### src/rtl/sc_ifu.sv
// sc_ifu: PC register and fetch/execute sequencer for the single-cycle MIPS core.
// Fetches each word over a req/ack handshake, holds it for one execute window, then commits npc.
module sc_ifu #(
  parameter logic [31:0] RESET_PC = 32'h0000_0000
) (
  input  logic        clk,
  input  logic        reset,
  input  logic [1:0]  pcsrc,
  input  logic [31:0] ra,
  input  logic        stall,
  output logic        imem_req,
  output logic [31:0] imem_addr,
  input  logic [31:0] imem_rdata,
  input  logic        imem_ack,
  output logic [31:0] pc,
  output logic [31:0] pc4,
  output logic [31:0] inst,
  output logic        inst_valid,
  output logic [31:0] retired,
  output logic        fault
);

  typedef enum logic [1:0] {
    FETCH = 2'd0,
    EXEC  = 2'd1,
    HALT  = 2'd2
  } state_t;

  state_t      state_r;
  logic [31:0] pc_r;
  logic [31:0] inst_r;
  logic [31:0] retired_r;
  logic        fault_r;

  logic [31:0] pc4_s;
  logic [31:0] npc_s;

  function automatic logic [31:0] branch_target(input logic [31:0] seq_pc, input logic [15:0] imm);
    return seq_pc + {{14{imm[15]}}, imm, 2'b00};
  endfunction

  function automatic logic [31:0] jump_target(input logic [31:0] seq_pc, input logic [25:0] idx);
    return {seq_pc[31:28], idx, 2'b00};
  endfunction

  // Sequential PC and next-PC selection; ra passes through unmodified so jr can fault.
  always_comb begin
    pc4_s = pc_r + 32'd4;
    npc_s = pc4_s;
    case (pcsrc)
      2'b00:   npc_s = pc4_s;
      2'b01:   npc_s = branch_target(pc4_s, inst_r[15:0]);
      2'b10:   npc_s = ra;
      2'b11:   npc_s = jump_target(pc4_s, inst_r[25:0]);
      default: npc_s = pc4_s;
    endcase
  end

  // Fetch/execute/halt sequencer; HALT is left only through reset.
  always_ff @(posedge clk) begin
    if (reset) begin
      state_r   <= FETCH;
      pc_r      <= RESET_PC;
      inst_r    <= 32'd0;
      retired_r <= 32'd0;
      fault_r   <= 1'b0;
    end else begin
      case (state_r)
        FETCH: begin
          if (imem_ack) begin
            inst_r  <= imem_rdata;
            state_r <= EXEC;
          end
        end
        EXEC: begin
          if (!stall) begin
            if (npc_s[1:0] != 2'b00) begin
              fault_r <= 1'b1;
              state_r <= HALT;
            end else begin
              pc_r      <= npc_s;
              retired_r <= retired_r + 32'd1;
              state_r   <= FETCH;
            end
          end
        end
        HALT: begin
          state_r <= HALT;
        end
        default: begin
          state_r <= HALT;
          fault_r <= 1'b1;
        end
      endcase
    end
  end

  assign imem_req   = (state_r == FETCH);
  assign imem_addr  = pc_r;
  assign inst_valid = (state_r == EXEC);
  assign pc         = pc_r;
  assign pc4        = pc4_s;
  assign inst       = inst_r;
  assign retired    = retired_r;
  assign fault      = fault_r;

endmodule

### config.mk
export PLATFORM = sky130hd
export DESIGN_NAME = sc_ifu
export DESIGN_NICKNAME = d
export VERILOG_FILES = /design/src/rtl/sc_ifu.sv
export SDC_FILE = /design/constraint.sdc
export NUM_CORES = 1
export LEC_CHECK = 0
export CAP_MARGIN = 20
export CORE_ASPECT_RATIO = 1.1
export CORE_UTILIZATION = 47
export CTS_CLUSTER_DIAMETER = 30
export CTS_CLUSTER_SIZE = 25
export DETAILED_ROUTE_END_ITERATION = 6
export HOLD_SLACK_MARGIN = 0.05
export PLACE_DENSITY_LB_ADDON = 0.15
export SETUP_SLACK_MARGIN = 0.02
export SKIP_LAST_GASP = 1
export SLEW_MARGIN = 20
export SYNTH_ARGS = -nofsm -noshare
export SYNTH_HDL_FRONTEND = slang
export SYNTH_SLANG_ARGS = --single-unit
### constraint.sdc
create_clock -name clk -period 4.58 [get_ports clk]
set_input_delay 1.374 -clock clk [delete_from_list [all_inputs] [get_ports clk]]
set_output_delay 1.374 -clock clk [all_outputs]
set_load 0.1 [all_outputs]
### Word level (Yosys, flattened, before mapping)

Cells that the tools add are included.

| operators by class | value |
|---|---|
| eq/ne operators | 8 |
| reduce and logical (&&, ||, !) cells | 8 |
| add/subtract/negate cells | 3 |
| bitwise gates (word level) | 3 |
| multiplexer cells | 8 |

Operators by type and width:

| cell | count |
|---|---|
| $pmux W32 S4 | 1 |
| $add A32 B1 Y32 const B | 1 |
| $add A32 B3 Y32 const B | 1 |
| $add A32 B32 Y32 | 1 |
| $eq A2 B2 Y1 const B | 3 |
| $mux W2 | 3 |
| $reduce_and A3 Y1 | 2 |
| $eq A2 B1 Y1 const B | 2 |
| $logic_not A2 Y1 | 2 |
| $ne A2 B1 Y1 const B | 2 |
| $pmux W2 S2 | 1 |
| $reduce_and A2 Y1 | 2 |
| $not A1 Y1 | 3 |
| $mux W1 | 2 |
| $ne A2 B2 Y1 const B | 1 |
| $pmux W1 S2 | 1 |
| $reduce_bool A2 Y1 | 1 |
| $reduce_or A2 Y1 | 1 |

| word-level totals | value |
|---|---|
| input bits | 70 |
| register bits | 99 |
| output and inout port bits | 163 |
| logic and storage cells | 35 |

### Depth between registers and ports, before layout

| depth | value |
|---|---|
| depth after elaboration | 7 |
| mapped depth | 18 |
| gate-level depth less buffers | 16 |

### Worst setup path before layout

No wires, ideal clock.

| timing path | value |
|---|---|
| path kind | register to register |
| start point | register pc_r[11], in the netlist imem_addr[11] |
| end point | register pc_r[31], in the netlist imem_addr[31] |
| library setup time | 120 ps |
| slack | -1740 ps |
| path buffers | 2 |
| cell stages (with the launch flop) | 18 |
| clock period less this slack | 6320 ps |
| required time | 4460 ps |
| arrival time | 6201 ps |
| path through | dfxtp_1 > buf_2 > and4_1 > nand3_1 > nor3_1 > nand3_1 > xnor2_1 > ha_1 > clkbuf_1 > a21o_1 > a21oi_1 > o21ai_0 > o21ai_0 > a21oi_1 > a221o_1 > a211oi_1 > mux2i_1 > a211o_1 |

| between the ends | value |
|---|---|
| cells in the longest elaborated chain, start to end | 3 |

RTL lines:

| element | RTL line | source |
|---|---|---|
| start: declaration | 30 | `logic [31:0] pc_r;` |
| start signal: assignment | 81 | `pc_r <= npc_s;` |
| $add A32 B3 Y32 | 48 | `pc4_s = pc_r + 32'd4;` |
| via pc4[24] | 16 | `output logic [31:0] pc4,` |
| $add A32 B32 Y32 | 39 | `return seq_pc + {{14{imm[15]}}, imm, 2'b00};` |
| $pmux W32 S4 | 50 | `case (pcsrc)` |

The timed path passes the listed nets, and every way through them passes these cells.
A chain may end at the register's enable or synchronous reset.

### Final worst setup path

| timing path | value |
|---|---|
| start point | register pc_r[12], in the netlist imem_addr[12] |
| end point | register pc_r[31], in the netlist imem_addr[31] |

| between the ends | value |
|---|---|
| cells in the longest elaborated chain, start to end | 3 |

RTL lines:

| element | RTL line |
|---|---|
| $add A32 B3 Y32 * | 48 |
| $add A32 B32 Y32 | 39 |
| $pmux W32 S4 * | 50 |

Mark *: on every way between the ends. The rest lies on a longest branch, timed or not.

==> qor.csv <==
metric;value;unit
fraction of registers with async set/reset;0;
Rows;45;
Final Cell Area;9716;sq um
max frequency;0.2422;GHz
Die Ht;128.6;um
die width;117.1;um
cell leakage power;3.918;nW
Core Region;14020;sq um
Buffers on Ports;232;
starting density of the core;0.4885;
DRT Pass-1 Iters;5;
Switching Fraction;0.3934;
Reg2Reg Setup Slack;450;ps
Setup crit start kind;flop;
Final WS setup;451.1;ps
worst skew pair latency;360;ps
Yosys cell types;64;
most common flop cell mapped by yosys;dfxtp_1;
crit path from;imem_addr[12];
Crit path largest cell delay;550;ps
CP max-delay cell;nor3_2;
vias per cell;5.686;
largest family of logic cells by synthesized area;simple AND/OR/NAND/NOR gates;
dpl ws;477.5;ps
syn_area_per_cell;7.872;sq um
number of synthesized flops with an enable pin;0;
Max-Slew Margin vs Limit;0.2937;
Residual DRC;0;
worst r2r src;imem_addr[12];
multiplexer share of the synthesized area;0.06248;
PD cells;258.9;nW/um^2
Placer Congestion;0.9746;
YS warnings;0;
final-report hold violation count;0;
clock slew seen by the registers of the worst setup and hold paths;70;ps
cts hold-fix bufs;0;
Tmin final;4129;ps
final WL;22430;um
Setup CP Type;flop to flop;
H-tree depth;3;
Simple-Gate Fraction of Synth Area;0.2284;
combinational share of power;0.325;
Post-DP HPWL;16510;um
via count;7068;
XOR/XNOR Fraction of Synth Area;0.08951;
overall routing resource usage;0.3032;
Net count, final;1155;
sequential area share after synthesis;0.2894;
Ports;233;
first-pass GRT wire length;34890;um
CTS resizes;0;
status;finished, final reports clean;
ANT cells;0;
Worst Path Required;4830;ps
Syn Nets;975;
Clk network pwr share;0.303;
MaxCap Viol Count;0;
min-delay worst type;flop to flop;
CP Max Fanout;8;
most frequent cells in the layout;clkdlybuf4s50_1, nand2_1, a21oi_1, dfxtp_1, nor2_1;
CP Data Arrival Time;4380;ps
Tightest Pin Transition;1056;ps
Worst setup endpoint;imem_addr[31];
clk root buf;clkbuf_16;
RSZ-0062 raised after global routing;false;
mapped cell area;6849;sq um
synthesis-stage register bit count;99;
final setup vio count;0;
CTS Buf Count;9;
vias in the first global route;6639;
post-CTS setup buffer count;0;
Area Growth Syn to Fin;41.85;%
initial antenna violation count;0;
Hold Startpoint;fault;
average wire per standard cell;18.04;um
DP Area;9428;sq um
period utilization;0.9015;
Final ANT Viol Nets;0;
Sink Count;99;
die area;15060;sq um
initial drt markers;442;
worst vdd ir;0.0002668;V
FF-to-FF End;imem_addr[31];
GRT overflow;0;
Reg power frac;0.372;
Net Sw Power;0.9897;mW
Bufs on Longest Clock Path;2;
WHS Path Cells;2;
share of cells above drive strength 1;0.1251;
CTS tree;built;
clk_skew;6.357;ps
CP endpoint kind;flop;
Power Internal;1.526;mW
crit-path cells;and4_1 -> nand3_1 -> nor3_2 -> nand3_1 -> xnor2_4 -> ha_1 -> a21o_1 -> a21oi_1 -> o21ai_0 -> o21ai_0 -> a21oi_1 -> a221o_1 -> a211oi_1 -> mux2i_1 -> a211o_1;
Layout fillers;1142;
reg2reg path depth;15;
commonest non-fill, non-tap cell in the layout;clkdlybuf4s50_1;
Compound-Gate Fraction of Synth Area;0.1936;
largest net degree at the start of global routing;56;
Post-Synth Adder-Cell Area;0.06503;
Post-Syn Instances;870;
Final Max Slew Viols;0;
==> kinds of logic after synthesis <==
family,after synthesis
fa+ha+maj,35
mux,25
flops,99
simple gates,334
xor+xnor,70
buf+inv,96
compound gates,211
==> stage by stage <==
stage | hold WS, ps | total power [mW] | utilization | setup TNS (ps) | instances
6_report | 451.2 | 2.516 | 0.6930 | 0 | 1243
3_3_place_gp | 433.4 | 1.763 | 0.6725 | 0 | 1227
2_1_floorplan | 467.0 | 1.553 | - | -292.1 | 870
4_1_cts | 452.3 | 2.527 | 0.6930 | 0 | 1243
3_5_place_dp | 438.6 | 1.770 | 0.6725 | 0 | 1227
5_1_grt | 479.4 | 2.609 | 0.6930 | 0 | 1243
==> power groups by stage <==
stage,registers [mW],logic [mW],clock network (mW)
3_5_place_dp,0.957,0.814,0
5_1_grt,0.942,0.855,0.811
4_1_cts,0.936,0.816,0.775
3_3_place_gp,0.955,0.808,0
2_1_floorplan,1.15,0.400,0
6_report,0.936,0.817,0.762
==> routing by layer <==
metal	GRT usage	up-vias	routed length (um)
met5	0	-	0
met4	0.09382	0	440
met3	0.08102	34	1937
met2	0.4946	286	10660
met1	0.3895	3322	9391
li1	-	3426	-
==> Yosys cell counts, drive strengths merged, types with 12 or more instances <==
cell	instances	area, sq um
nand2	131	491.7
dfxtp	99	1982
a21oi	84	420.4
nor2	79	296.5
buf	42	287.8
xnor2	39	341.6
clkbuf	36	135.1
o21ai	35	175.2
ha	34	425.4
xor2	31	271.5
nand3	22	115.1
nor3	22	115.1
a21o	20	150.1
inv	18	67.56
and3	15	93.84
mux4	14	315.3
nand4	14	87.58
or3	13	81.33
a211oi	12	90.09
==> worst max-delay path: cells and delay by family (launching register included) <==
kind                     cells  cell delay, ps
flip-flops                   1             430
multiplexers                 1             130
AO/OA/AOI/OAI                8            1610
AND/OR/NAND/NOR              4            1270
adder cells (fa/ha/maj)      1             390
XOR/XNOR                     1             200
==> final cells by class <==
cell class              count  area (sq um)  area share
clock inverters             5         45.04    0.004636
multi-input cells         675          4750      0.4889
clock buffers              11         242.7     0.02498
well taps                 188         235.2     0.02421
repair buffers            247          2375      0.2444
inverters                  18         67.56    0.006954
flip-flops and latches     99          2001      0.2059
==> registers in the layout, summed over array words and instances, names as in the netlist <==
register,cells
state_r,2
fault,1
retired,32
imem_addr,32
inst,32
==> worst min-delay path by stage <==
stage | to | slack [ps]
floorplan | state_r[1] | 470
global placement | fault | 430
detailed placement | fault | 440
CTS | fault | 450
global route | inst[29] | 480
finish | fault | 450
(Power assumes the default switching activity.)
